`src/rtl/game_ctrl_pkg.sv`:
```
// game_ctrl_pkg
// Shared types and helpers for the tic-tac-toe controller.
//   cell_t   : per-square code (EMPTY / O = user / X = FPGA)
//   result_t : game outcome code (NONE / XWIN / OWIN)
//   state_t  : controller FSM states
// Board layout: square n (1..9) occupies bits [19-2n:18-2n], so square 1
// is the top two bits and square 9 the bottom two.
package game_ctrl_pkg;

  typedef enum logic [1:0] {
    CELL_EMPTY = 2'b00,
    CELL_O     = 2'b01,
    CELL_X     = 2'b10
  } cell_t;

  typedef enum logic [1:0] {
    RES_NONE = 2'd0,
    RES_XWIN = 2'd1,
    RES_OWIN = 2'd2
  } result_t;

  typedef enum logic [2:0] {
    USER_WAIT,
    USER_CHK,
    AI_REQ,
    AI_WAIT,
    AI_CHK,
    DONE
  } state_t;

  function automatic logic is_square(input logic [3:0] sq);
    return (sq >= 4'd1) && (sq <= 4'd9);
  endfunction

  // Out-of-range squares read back as empty; callers gate with is_square.
  function automatic logic [1:0] get_cell(input logic [17:0] b, input logic [3:0] sq);
    logic [1:0] c;
    c = 2'b00;
    for (int k = 1; k <= 9; k++) begin
      if (sq == 4'(k)) c = b[18-2*k +: 2];
    end
    return c;
  endfunction

  // Writing to an out-of-range square leaves the board untouched.
  function automatic logic [17:0] set_cell(input logic [17:0] b, input logic [3:0] sq,
                                           input logic [1:0] c);
    logic [17:0] r;
    r = b;
    for (int k = 1; k <= 9; k++) begin
      if (sq == 4'(k)) r[18-2*k +: 2] = c;
    end
    return r;
  endfunction

  // Lowest-numbered empty square, or 0 when the board is full.
  function automatic logic [3:0] lowest_empty(input logic [17:0] b);
    logic [3:0] idx;
    idx = 4'd0;
    for (int k = 9; k >= 1; k--) begin
      if (b[18-2*k +: 2] == CELL_EMPTY) idx = 4'(k);
    end
    return idx;
  endfunction

endpackage

```
`src/rtl/game_ctrl_if.sv`:
```
// game_ctrl_if
// Bundles the user, move-engine and result signals of game_ctrl.
//   slave  : the controller side (game_ctrl)
//   master : the environment side (user input, move engine, result consumer)
// Signal names keep their i_/o_ prefixes as seen from the controller.
interface game_ctrl_if;
  logic [3:0]  i_move;
  logic        i_validmove_stb;
  logic        o_needinput;
  logic [17:0] o_board;
  logic [1:0]  o_result;
  logic        o_isdraw;
  logic        o_result_stb;
  logic        o_ai_start;
  logic [3:0]  i_ai_move;
  logic        i_ai_done;
  logic        i_newgame;
  logic        o_badmove_stb;

  modport slave (
    input  i_move, i_validmove_stb, i_ai_move, i_ai_done, i_newgame,
    output o_needinput, o_board, o_result, o_isdraw, o_result_stb,
           o_ai_start, o_badmove_stb
  );

  modport master (
    output i_move, i_validmove_stb, i_ai_move, i_ai_done, i_newgame,
    input  o_needinput, o_board, o_result, o_isdraw, o_result_stb,
           o_ai_start, o_badmove_stb
  );
endinterface

```
`src/rtl/win_check.sv`:
```
// win_check
// Purely combinational line checker for an 18-bit tic-tac-toe board.
//   board : 9 squares x 2 bits, square n at bits [19-2n:18-2n]
//   xwin  : some line holds three X
//   owin  : some line holds three O
//   full  : no square is empty
module win_check
  import game_ctrl_pkg::*;
(
  input  logic [17:0] board,
  output logic        xwin,
  output logic        owin,
  output logic        full
);

  // 'who' is never EMPTY, so equality to it also implies non-empty.
  function automatic logic line_hit(input logic [17:0] b, input logic [1:0] who);
    logic [1:0] c [1:9];
    for (int k = 1; k <= 9; k++) c[k] = b[18-2*k +: 2];
    return (c[1] == who && c[2] == who && c[3] == who) ||
           (c[4] == who && c[5] == who && c[6] == who) ||
           (c[7] == who && c[8] == who && c[9] == who) ||
           (c[1] == who && c[4] == who && c[7] == who) ||
           (c[2] == who && c[5] == who && c[8] == who) ||
           (c[3] == who && c[6] == who && c[9] == who) ||
           (c[1] == who && c[5] == who && c[9] == who) ||
           (c[3] == who && c[5] == who && c[7] == who);
  endfunction

  assign xwin = line_hit(board, CELL_X);
  assign owin = line_hit(board, CELL_O);

  always_comb begin
    full = 1'b1;
    for (int k = 1; k <= 9; k++) begin
      if (board[18-2*k +: 2] == CELL_EMPTY) full = 1'b0;
    end
  end

endmodule

```
`src/rtl/game_ctrl.sv`:
```
// game_ctrl
// Tic-tac-toe game controller: accepts user (O) moves, requests moves from an
// external move engine for the FPGA (X), falls back to the lowest empty square
// on a bad or late engine answer, and reports wins and draws.
// Parameters:
//   FPGA_FIRST : 1 -> X opens every game, 0 -> user opens
//   AI_TIMEOUT : cycles spent in AI_WAIT before the fallback move is used
// Ports:
//   i_clk   : system clock, rising edge
//   i_rst_n : asynchronous active-low reset
//   bus     : game_ctrl_if.slave (user move, engine handshake, board/result)
// All outputs are registered.
module game_ctrl
  import game_ctrl_pkg::*;
#(
  parameter int FPGA_FIRST = 0,
  parameter int AI_TIMEOUT = 1024
) (
  input  logic        i_clk,
  input  logic        i_rst_n,
  game_ctrl_if.slave  bus
);

  localparam int CNT_W = (AI_TIMEOUT > 1) ? $clog2(AI_TIMEOUT) : 1;
  localparam logic [CNT_W-1:0] CNT_LAST = CNT_W'(AI_TIMEOUT - 1);
  localparam state_t START_STATE = (FPGA_FIRST != 0) ? AI_REQ : USER_WAIT;

  state_t             state_q, state_d;
  logic [17:0]        board_q, board_d;
  logic [1:0]         result_q, result_d;
  logic               isdraw_q, isdraw_d;
  logic               needinput_q, needinput_d;
  logic               badmove_q, badmove_d;
  logic               ai_start_q, ai_start_d;
  logic               result_stb_q, result_stb_d;
  logic [CNT_W-1:0]   cnt_q, cnt_d;

  logic xwin, owin, full;
  logic user_ok, ai_ok;

  win_check u_win_check (
    .board (board_q),
    .xwin  (xwin),
    .owin  (owin),
    .full  (full)
  );

  assign user_ok = is_square(bus.i_move) &&
                   (get_cell(board_q, bus.i_move) == CELL_EMPTY);
  assign ai_ok   = is_square(bus.i_ai_move) &&
                   (get_cell(board_q, bus.i_ai_move) == CELL_EMPTY);

  always_comb begin
    state_d      = state_q;
    board_d      = board_q;
    result_d     = result_q;
    isdraw_d     = isdraw_q;
    badmove_d    = 1'b0;
    result_stb_d = 1'b0;
    cnt_d        = cnt_q;

    unique case (state_q)
      USER_WAIT: begin
        if (bus.i_validmove_stb) begin
          if (user_ok) begin
            board_d = set_cell(board_q, bus.i_move, CELL_O);
            state_d = USER_CHK;
          end else begin
            badmove_d = 1'b1;
          end
        end
      end

      USER_CHK: begin
        // Win is tested before full so a winning last move is not a draw.
        if (owin) begin
          result_d     = RES_OWIN;
          result_stb_d = 1'b1;
          state_d      = DONE;
        end else if (full) begin
          isdraw_d     = 1'b1;
          result_stb_d = 1'b1;
          state_d      = DONE;
        end else begin
          state_d = AI_REQ;
        end
      end

      AI_REQ: begin
        cnt_d = '0;
        // ai_start_q is already high on a normal entry; straight out of reset
        // it is low, so stay one extra cycle to issue the request.
        if (ai_start_q) state_d = AI_WAIT;
      end

      AI_WAIT: begin
        if (bus.i_ai_done && ai_ok) begin
          board_d = set_cell(board_q, bus.i_ai_move, CELL_X);
          state_d = AI_CHK;
        end else if (bus.i_ai_done || (cnt_q == CNT_LAST)) begin
          board_d = set_cell(board_q, lowest_empty(board_q), CELL_X);
          state_d = AI_CHK;
        end else begin
          cnt_d = cnt_q + 1'b1;
        end
      end

      AI_CHK: begin
        // One strobe both reports the X move and, on game end, the DONE entry.
        result_stb_d = 1'b1;
        if (xwin) begin
          result_d = RES_XWIN;
          state_d  = DONE;
        end else if (full) begin
          isdraw_d = 1'b1;
          state_d  = DONE;
        end else begin
          state_d = USER_WAIT;
        end
      end

      DONE: begin
        if (bus.i_newgame) begin
          board_d  = '0;
          result_d = RES_NONE;
          isdraw_d = 1'b0;
          state_d  = START_STATE;
        end
      end

      default: state_d = START_STATE;
    endcase

    needinput_d = (state_d == USER_WAIT);
    ai_start_d  = (state_d == AI_REQ);
  end

  always_ff @(posedge i_clk or negedge i_rst_n) begin
    if (!i_rst_n) begin
      state_q      <= START_STATE;
      board_q      <= '0;
      result_q     <= RES_NONE;
      isdraw_q     <= 1'b0;
      needinput_q  <= 1'b0;
      badmove_q    <= 1'b0;
      ai_start_q   <= 1'b0;
      result_stb_q <= 1'b0;
      cnt_q        <= '0;
    end else begin
      state_q      <= state_d;
      board_q      <= board_d;
      result_q     <= result_d;
      isdraw_q     <= isdraw_d;
      needinput_q  <= needinput_d;
      badmove_q    <= badmove_d;
      ai_start_q   <= ai_start_d;
      result_stb_q <= result_stb_d;
      cnt_q        <= cnt_d;
    end
  end

  assign bus.o_needinput   = needinput_q;
  assign bus.o_board       = board_q;
  assign bus.o_result      = result_q;
  assign bus.o_isdraw      = isdraw_q;
  assign bus.o_result_stb  = result_stb_q;
  assign bus.o_ai_start    = ai_start_q;
  assign bus.o_badmove_stb = badmove_q;

endmodule

```
`src/flat_wrapper.sv`:
```
// flat-port wrapper written by rule: the top's interface ports become plain ports
module game_ctrl_flat import game_ctrl_pkg::*;
#(
  parameter int FPGA_FIRST = 0,
  parameter int AI_TIMEOUT = 1024
)
  (i_clk, i_rst_n, bus_i_move, bus_i_validmove_stb, bus_i_ai_move, bus_i_ai_done, bus_i_newgame, bus_o_needinput, bus_o_board, bus_o_result, bus_o_isdraw, bus_o_result_stb, bus_o_ai_start, bus_o_badmove_stb);
  game_ctrl_if bus_i ();
  input  logic i_clk;
  input  logic i_rst_n;
  input wire logic [$bits(bus_i.i_move)-1:0] bus_i_move;
  input wire logic [$bits(bus_i.i_validmove_stb)-1:0] bus_i_validmove_stb;
  input wire logic [$bits(bus_i.i_ai_move)-1:0] bus_i_ai_move;
  input wire logic [$bits(bus_i.i_ai_done)-1:0] bus_i_ai_done;
  input wire logic [$bits(bus_i.i_newgame)-1:0] bus_i_newgame;
  output wire logic [$bits(bus_i.o_needinput)-1:0] bus_o_needinput;
  output wire logic [$bits(bus_i.o_board)-1:0] bus_o_board;
  output wire logic [$bits(bus_i.o_result)-1:0] bus_o_result;
  output wire logic [$bits(bus_i.o_isdraw)-1:0] bus_o_isdraw;
  output wire logic [$bits(bus_i.o_result_stb)-1:0] bus_o_result_stb;
  output wire logic [$bits(bus_i.o_ai_start)-1:0] bus_o_ai_start;
  output wire logic [$bits(bus_i.o_badmove_stb)-1:0] bus_o_badmove_stb;
  assign bus_i.i_move = bus_i_move;
  assign bus_i.i_validmove_stb = bus_i_validmove_stb;
  assign bus_i.i_ai_move = bus_i_ai_move;
  assign bus_i.i_ai_done = bus_i_ai_done;
  assign bus_i.i_newgame = bus_i_newgame;
  assign bus_o_needinput = bus_i.o_needinput;
  assign bus_o_board = bus_i.o_board;
  assign bus_o_result = bus_i.o_result;
  assign bus_o_isdraw = bus_i.o_isdraw;
  assign bus_o_result_stb = bus_i.o_result_stb;
  assign bus_o_ai_start = bus_i.o_ai_start;
  assign bus_o_badmove_stb = bus_i.o_badmove_stb;
  game_ctrl #(.FPGA_FIRST(FPGA_FIRST), .AI_TIMEOUT(AI_TIMEOUT)) u_core (.i_clk(i_clk), .i_rst_n(i_rst_n), .bus(bus_i));
endmodule
```
`config.mk`:
```
export PLATFORM = sky130hd
export DESIGN_NAME = game_ctrl_flat
export DESIGN_NICKNAME = d
export VERILOG_FILES = /design/src/rtl/game_ctrl_pkg.sv /design/src/rtl/game_ctrl_if.sv /design/src/rtl/win_check.sv /design/src/rtl/game_ctrl.sv /design/src/flat_wrapper.sv
export SDC_FILE = /design/constraint.sdc
export NUM_CORES = 1
export LEC_CHECK = 0
export CORE_MARGIN = 10
export CORE_UTILIZATION = 56
export CTS_CLUSTER_DIAMETER = 50
export CTS_CLUSTER_SIZE = 28
export DETAILED_ROUTE_END_ITERATION = 8
export PLACE_DENSITY = 0.86
export SLEW_MARGIN = 0
export SYNTH_ARGS = -nofsm -noshare
export SYNTH_HDL_FRONTEND = slang
export SYNTH_HIERARCHICAL = 1
export SYNTH_SLANG_ARGS = --single-unit
export TNS_END_PERCENT = 5
```
`constraint.sdc`:
```
create_clock -name i_clk -period 2.7 [get_ports i_clk]
set_input_delay 0.81 -clock i_clk [delete_from_list [all_inputs] [get_ports i_clk]]
set_output_delay 0.81 -clock i_clk [all_outputs]
set_load 0.02 [all_outputs]
```
# After elaboration in Yosys (flattened, before gate mapping)
# Cells that the tools add are included.
[totals]
reg_bits = 38
inputBits = 13
output_inout_bits = 25
word_cells = 292
[op_classes]
addsub = 1
n_lt_le_gt_ge = 4
n_eq_ne = 89
n_mux = 101
reduce_logical = 80
[op_table]
columns = ["op", "count"]
rows = [
  ["$mux W2", 48],
  ["$mux W18", 5],
  ["$reduce_and A8 Y1", 9],
  ["$pmux W18 S3", 1],
  ["$eq A4 B3 Y1 const B", 12],
  ["$mux W4", 12],
  ["$logic_and A1 B1 Y1", 37],
  ["$mux W3", 10],
  ["$ne A3 B1 Y1 const B", 10],
  ["$eq A4 B2 Y1 const B", 6],
  ["$eq A4 B4 Y1 const B", 6],
  ["$ne A3 B2 Y1 const B", 8],
  ["$logic_not A2 Y1", 11],
  ["$ne A2 B1 Y1 const B", 11],
  ["$mux W10", 2],
  ["$pmux W10 S2", 1],
  ["$eq A2 B1 Y1 const B", 9],
  ["$eq A2 B2 Y1 const B", 9],
  ["$mux W1", 18],
  ["$pmux W3 S6", 1],
  ["$logic_or A1 B1 Y1", 15],
  ["$ne A2 B2 Y1 const B", 7],
  ["$eq A4 B1 Y1 const B", 3],
  ["$add A10 B1 Y10 const B", 1],
  ["15 further kinds", 23],
]

# Logic depth before layout (Yosys ltp)
# Gate-level depths: netlist of the first run.
[depth]
ltp_word = 20
mapped_depth = 10

# Modules after synthesis
# Netlist of the first run, hierarchy kept.
[by_module_without_submodules]
columns = ["module", "n_inst", "cells_each", "area_each_um2", "seq_area_each_um2"]
rows = [
  ["game_ctrl", 1, 324, 2715.1, 950.9],
  ["win_check", 1, 41, 330.3, 0.0],
]

# Least setup slack after synthesis of the first run
# Ideal clock, no wire load.
[synth_timing]
path_kind = "input port to flip-flop"
start = "in bus_i_ai_move[2]"
end = "reg u_core.board_q[8], in the netlist u_core/bus.o_board[8]"
arrival_ns = 2.556
t_required_ns = 2.575
path_slack_ns = 0.019
cell_stages = 9
n_path_buf = 2
path_cell_list = "buf_6 -> or3b_1 -> a21oi_1 -> o22ai_2 -> and3_1 -> buf_6 -> a311oi_1 -> a211o_1 -> mux2_2"
[synth_via]
elab_chain_cells = 15
[synth_lines]
columns = ["element", "line", "source"]
rows = [
  ["from (decl)", "flat_wrapper.sv:13", "input wire logic [$bits(bus_i.i_ai_move)-1:0] bus_i_ai_move;"],
  ["$eq A4 B1 Y1", "game_ctrl_pkg.sv:40", "if (sq == 4'(k)) c = b[18-2*k +: 2];"],
  ["$mux W2 (9 in a row)", "game_ctrl_pkg.sv:40", ""],
  ["$logic_not A2 Y1", "game_ctrl.sv:51", "(get_cell(board_q, bus.i_ai_move) == CELL_EMPTY);"],
  ["$logic_and A1 B1 Y1", "game_ctrl.sv:50", "assign ai_ok = is_square(bus.i_ai_move) &&"],
  ["$logic_and A1 B1 Y1", "game_ctrl.sv:97", "if (bus.i_ai_done && ai_ok) begin"],
  ["$ne A3 B2 Y1 (no line), or another cell as far along", "-", ""],
  ["$reduce_and A8 Y1 (no line) / $pmux W18 S3 (equally long branches)", "-", ""],
  ["to (signal assigned)", "game_ctrl.sv:151", "board_q <= board_d;"],
  ["to (decl)", "game_ctrl.sv:29", "logic [17:0] board_q, board_d;"],
]
# Parallel ways exist; a longest one is shown, timed or not.
# A chain may end at the register's enable or synchronous reset.

# Final worst setup path of the first run
[layout_timing]
start = "in bus_i_ai_move[0]"
end = "reg u_core.board_q[8], in the netlist u_core/bus.o_board[8]"
# Same word-level chain as after synthesis.

==> impl_metrics.py, run 1 <==
metrics = {
    "clock_tree": {
        "postCtsSetupRepairBufs": 0,
        "cts_tree": "done",
        "cts_root_buf": "clkbuf_8",
        "cts_htree_levels": 2,
        "numCtsBuffers": 5,
        "cts_hold_buf": 0,
        "insertion_delay_ps": 290,
        "clock_sinks": 38,
        "clk_pin_slew_ps": 80,
        "cts_max_path_buffers": 2,
    },
    "floorplan": {
        "num_io_pins": 38,
        "die-width_um": 93.7,
        "die_h_um": 93.7,
        "initial_core_util": 0.585,
        "rows": 26,
        "core-area_um2": 5200,
        "dieArea_um2": 8790,
    },
    "synthesis": {
        "synth_cell_types": 66,
        "yosysWarnings": 6,
        "synth_top_area_share": 0.312,
        "synthMuxAreaShare": 0.0509,
        "synth_compound_area_frac": 0.240,
        "ys_seq_area_frac": 0.312,
        "synth_common_cells": "dfrtp_1, nand2_1, nor2_1, o21ai_0, a21oi_1",
        "syn_avg_cell_area_um2": 8.34,
        "synth-async-reset-ratio": 1.00,
        "yosysTopAreaCell": "dfrtp_1",
        "synth_edf_count": 0,
        "synth_area_leaders": "dfrtp_1, nand2_1, nor4bb_1",
        "synth_area_um2": 3050,
        "post-synth-top-count-cell": "dfrtp_1",
        "yosys.area_share.adder": 0.00411,
        "synth_top_family_by_area": "simple AND/OR/NAND/NOR gates",
        "synth_flop_cell": "dfrtp_1",
        "synthSimpleGateAreaFrac": 0.328,
        "synth_xor_area_frac": 0.0173,
        "ys_ff_latch": 38,
        "synth_nets": 379,
        "postSynthCellCount": 365,
    },
    "finish": {
        "finalCoreUtilization": 0.750,
        "multi_input_area_um2": 1990,
        "syn2layout_area_growth_pct": 28.2,
        "finalNonFillerCells": 513,
        "fillers": 382,
        "ff_latch_area_um2": 951,
        "diodes": 0,
        "drive_gt1_frac": 0.237,
        "fin_nets": 456,
    },
    "detailed_routing": {
        "ant_nets": 0,
        "first_pass_iters": 5,
        "via_per_inst": 6.53,
        "via_count": 3351,
        "drt_iter0_drc": 351,
        "avgRoutedWirePerCell_um": 18.8,
        "routed_wl_um": 9670,
        "route.detailed.drc": 0,
    },
    "pwr": {
        "swShare": 0.440,
        "power_density_nw_per_um2": 820,
        "peakVddDrop_mv": 0.500,
        "clkPwrFrac": 0.147,
        "combPwrFrac": 0.549,
        "power_leakage_nw": 1.63,
        "pwr-share-seq": 0.304,
        "switchingPower_w": 0.00141,
        "p_int_w": 0.00179,
    },
    "placed_design": {
        "gp_congestion": 0.959,
        "dp.cells": 505,
        "numPortBuffers": 37,
        "hpwl_um": 6760,
        "place_ws_ps": -521,
    },
    "worst_setup_path": {
        "required_ps": 2880,
        "critPathArrivalTime_ps": 2850,
        "r2r_start": "u_core/bus.o_board[13]",
        "r2r_slack_ps": 210,
        "cp_max_fo": 10,
        "rr_worst_depth": 10,
        "startpoint_type": "input pin",
        "worst_setup_path_end_kind": "flop",
        "r2r-end": "u_core/bus.o_needinput",
        "worstSetupPathType": "input pin to flop",
    },
    "timing": {
        "fin_crit_sh": 0.992,
        "timing.slew.headroom": 0.440,
        "skew_ps": 9.21,
        "fmax_ghz": 0.373,
        "fin_setup_tns_ps": 0,
        "setup_viol": 0,
        "tightest_slew_ps": 840,
        "slew_violations": 0,
        "finalWorstSetupSlack_ps": 20.6,
        "finalHoldViolCount": 0,
        "holdWs_ps": 511,
        "fin_crit_ps": 2680,
    },
    "hold_path": {
        "worstHoldStart": "u_core/bus.o_result[1]",
        "hp-class": "flop to flop",
        "hold_path_end": "u_core/bus.o_result[1]",
        "hold_depth": 2,
    },
    "status": {
        "outcome": "complete, no violations",
    },
    "global_routing": {
        "grt_pass1_vias": 3206,
        "grt_antenna_before_repair": 0,
        "grt_pass1_wl_um": 15500,
        "grt_overflow": 0,
        "grt_max_degree": 39,
        "grt_util_all_layers": 0.216,
    },
    "job": {
        "drv_cap": 0,
    },
}
## cells by family after synthesis
group | after synthesis
and+or+nand+nor | 171
muxes | 13
DFF | 38
adders and majority gates | 1
buffers and inverters | 28
xor gates and xnor gates | 6
AOI/OAI and AO/OA | 108
## per-layer routing
layer,part of all wire,routed length (um),vias up,track usage
met2,0.47,4590,195,0.353
met3,0.093,901,35,0.0504
met1,0.40,3830,1592,0.260
met4,0.036,348,0,0.105
met5,0,0,-,0
li1,-,-,1529,-
## state kept, by name (all words and copies together) (netlist names)
register,count
u_core/bus.o_ai_start,1
u_core/bus.o_result,2
u_core/bus.o_isdraw,1
u_core/bus.o_result_stb,1
u_core/bus.o_board,18
u_core/bus.o_needinput,1
u_core/state_q,3
u_core/bus.o_badmove_stb,1
u_core/cnt_q,10
## metrics by stage
step	cell area (um^2)	power, W
6_report	3910	0.00320
4_1_cts	3890	0.00313
2_1_floorplan	3050	0.00194
3_3_place_gp	3770	0.00259
3_5_place_dp	3770	0.00263
5_1_grt	3910	0.00337
## area by class of cell
type / count / area share
clock inverters: 1 / 0.00769
clock buffers: 7 / 0.0195
flip-flops and latches: 38 / 0.244
inverters: 11 / 0.0106
multi-input cells: 299 / 0.511
well taps: 70 / 0.0224
repair buffers: 87 / 0.186
## power groups by stage
stage	logic, W	clock network [W]	registers [W]
final	0.00176	0.000470	0.000974
after global routing	0.00188	0.000501	0.000990
after global placement	0.00162	0	0.000968
after detailed placement	0.00166	0	0.000968
after CTS	0.00170	0.000476	0.000959
after floorplan	0.000961	0	0.000980
## how the worst max path moves through the flow
stage / from / to / cells past startpoint
finish: bus_i_ai_move[0] / u_core/bus.o_board[8] / 9
global route: bus_i_move[2] / u_core/bus.o_board[12] / 12
CTS: bus_i_move[0] / u_core/bus.o_board[10] / 10
detailed placement: bus_i_ai_move[0] / u_core/bus.o_board[8] / 9
global placement: bus_i_ai_move[0] / u_core/bus.o_board[16] / 10
floorplan: bus_i_ai_move[2] / u_core/bus.o_board[8] / 9
## placed cells by master (no fill, tap or decap), drive strengths merged, types with 2 or more instances in the layout
cell type,Yosys,layout
mux2i,2,2
and4bb,5,5
and2b,2,2
xor2,5,5
a221oi,2,2
buf,10,51
or2,6,6
a22oi,3,3
nor2b,14,14
inv,11,11
a311o,3,3
o211ai,2,2
a211oi,4,4
nand4,6,6
o31ai,2,2
nor4bb,12,12
mux2,11,11
clkbuf,7,10
a31oi,17,17
clkdlybuf4s50,0,28
dfrtp,38,38
nor2,32,32
and3,6,6
nand2b,5,5
o21ai,25,25
and3b,2,2
a21o,3,3
o22ai,10,10
nor3,7,7
or3,5,5
a211o,4,4
nand2,35,35
nand3,20,20
dlygate4sd2,0,4
and4,2,2
a21oi,19,19
o2bb2ai,2,2
nand3b,7,7
## what timing repair did
action | in CTS | in global routing
gates resized for setup | 15 | 14
endpoints found under the setup margin | 20 | 17
pin swaps | 7 | 1
## critical path: stages
cell and delay, ps:
dlygate4sd2_1 300, buf_4 190, or2_2 270, a21oi_1 200, o22ai_2 100, and3_4 210, a311oi_1 270, a211o_1 160
mux2_2 330
Power figures use the tool's default switching activity.
==> inputs of run 2 (changes only) <==
--- a/config.mk
+++ b/config.mk
@@ -6,11 +6,11 @@
 export NUM_CORES = 1
 export LEC_CHECK = 0
 export CORE_MARGIN = 10
-export CORE_UTILIZATION = 56
+export CORE_UTILIZATION = 41
 export CTS_CLUSTER_DIAMETER = 50
 export CTS_CLUSTER_SIZE = 28
 export DETAILED_ROUTE_END_ITERATION = 8
-export PLACE_DENSITY = 0.86
+export PLACE_DENSITY = 0.68
 export SLEW_MARGIN = 0
 export SYNTH_ARGS = -nofsm -noshare
 export SYNTH_HDL_FRONTEND = slang
==> run 2 against run 1 <==
Against the previous run:
- combinational power decreased by 5%
- clock-buffer cell count fell by 1
- core utilization fell by 20 points
==> impl_metrics.py, run 2 (same netlist as run 1, synthesis figures left out) <==
metrics = {
    "detailed_routing": {
        "avgRoutedWirePerCell_um": 18.0,
        "drt_iter0_drc": 373,
        "first_pass_iters": 5,
        "route.detailed.drc": 0,
        "via_count": 3267,
        "routed_wl_um": 9750,
        "via_per_inst": 6.03,
        "ant_nets": 0,
    },
    "status": {
        "outcome": "complete, no violations",
    },
    "global_routing": {
        "grt_util_all_layers": 0.166,
        "grt_pass1_wl_um": 15700,
        "grt_pass1_vias": 3058,
        "grt_max_degree": 39,
        "grt_overflow": 0,
        "grt_antenna_before_repair": 0,
    },
    "timing": {
        "finalHoldViolCount": 0,
        "tightest_slew_ps": 844,
        "fin_crit_ps": 2590,
        "holdWs_ps": 498,
        "rsz0062_at_grt": "no",
        "timing.slew.headroom": 0.438,
        "setup_viol": 0,
        "fin_crit_sh": 0.960,
        "slew_violations": 0,
        "fmax_ghz": 0.386,
        "skew_ps": 10.8,
    },
    "job": {
        "drv_cap": 0,
    },
    "floorplan": {
        "die-width_um": 106,
        "rows": 31,
        "dieArea_um2": 11300,
        "initial_core_util": 0.420,
        "die_h_um": 106,
        "core-area_um2": 7250,
        "num_io_pins": 38,
    },
    "finish": {
        "finalCoreUtilization": 0.553,
        "layout_common_cells": "buf_4, dfrtp_1, nand2_1",
        "syn2layout_area_growth_pct": 31.6,
        "finish.instance_area_um2": 4010,
        "largest_reg_flops": 18,
        "final_common_cell": "buf_4",
        "drive_gt1_frac": 0.246,
        "fin_nets": 456,
        "diodes": 0,
        "fillers": 677,
    },
    "worst_setup_path": {
        "worst_setup_path_end_kind": "flop",
        "critPathArrivalTime_ps": 2770,
        "cp_slowest_cell": "mux2_2",
        "startpoint_type": "input pin",
        "worstSetupPathType": "input pin to flop",
        "required_ps": 2880,
        "cp_slowest_stage_delay_ps": 340,
        "cp_max_fo": 4,
        "path_cells": "dlygate4sd2_1 > mux2_2 > a32oi_1 > and4_1 > and3_4 > a211oi_1 > a211o_1 > mux2_4",
    },
    "pwr": {
        "power_leakage_nw": 1.66,
        "peakVddDrop_mv": 0.346,
        "power_w": 0.00328,
        "power_density_nw_per_um2": 818,
    },
    "clock_tree": {
        "cts_root_buf": "clkbuf_8",
        "cts_tree": "done",
        "cts_htree_levels": 2,
        "clock_sinks": 38,
        "clk_pin_slew_ps": 80,
        "numCtsBuffers": 5,
        "cts_max_path_buffers": 2,
        "insertion_delay_ps": 300,
    },
    "placed_design": {
        "hpwl_um": 6640,
        "gp_congestion": 0.928,
        "place_area_um2": 3770,
        "numPortBuffers": 37,
    },
    "hold_path": {
        "hp-class": "flop to flop",
    },
}
run 2: changes by cell type in the layout (fill, tap and decap cells not counted), moves of 2 or more:
cell and change:
clkbuf_1 -2, o21ai_0 +2, a21oi_2 +2, a21oi_1 -2, buf_4 -2, buf_6 +2
run 2: worst max-delay path, delay by kind of cell:
kind                   cells  cell delay (ps)
AO/OA/AOI/OAI              3              600
buffers and inverters      1              230
multiplexers               2              650
AND/OR/NAND/NOR            2              480
run 2: repair_timing:
item,CTS,global route
setup buffers,4,1
hold buffers,0,0
setup endpoints to repair,20,18
gates resized for setup,20,14
pin swaps,9,6
run 2: metrics by stage:
| step | setup slack (ps) | std cells | setup TNS, ps |
|---|---|---|---|
| after floorplan | 19.0 | 365 | 0 |
| after global placement | -516 | 529 | -8910 |
| after detailed placement | -583 | 529 | -10060 |
| after CTS | 17.2 | 541 | 0 |
| after global routing | 2.43 | 542 | 0 |
| final | 109 | 542 | 0 |
run 2: area by class of cell:
type                    count  area (um^2)  area share
multi-input cells         299         2010       0.502
flip-flops and latches     38          951       0.237
repair buffers             87          738       0.184
well taps                  99          124      0.0309
clock buffers               6         82.6      0.0206
clock inverters             2         60.1      0.0150
inverters                  11         41.3      0.0103
run 2: worst paths after layout:
kind	start	end	slack, ps	depth (start not counted)
max in group asynchronous	i_rst_n	u_core/bus.o_board[0]	1550	1
worst max-delay path	bus_i_ai_move[1]	u_core/bus.o_board[0]	110	8
worst min-delay path	u_core/bus.o_isdraw	u_core/bus.o_isdraw	500	2
worst max register to register	u_core/bus.o_board[16]	u_core/bus.o_needinput	190	9
min in group asynchronous	i_rst_n	u_core/cnt_q[3]	620	1
worst min register to register	u_core/bus.o_isdraw	u_core/bus.o_isdraw	500	2
run 2: per-layer routing:
layer  global-route usage  up-vias  part of all wire
li1                     -     1537                 -
met1                0.216     1552              0.43
met2                0.273      152              0.48
met3               0.0254       26             0.070
met4               0.0629        0             0.026
met5                    0        -                 0
run 2: report_power, final:
| part | switching, W | leakage (nW) | total, W | internal (W) |
|---|---|---|---|---|
| clock network | 0.000204 | 0.0714 | 0.000598 | 0.000394 |
| registers | 0.000321 | 0.474 | 0.00101 | 0.000689 |
| logic | 0.000851 | 1.11 | 0.00167 | 0.000819 |
| total | 0.00138 | 1.66 | 0.00328 | 0.00190 |
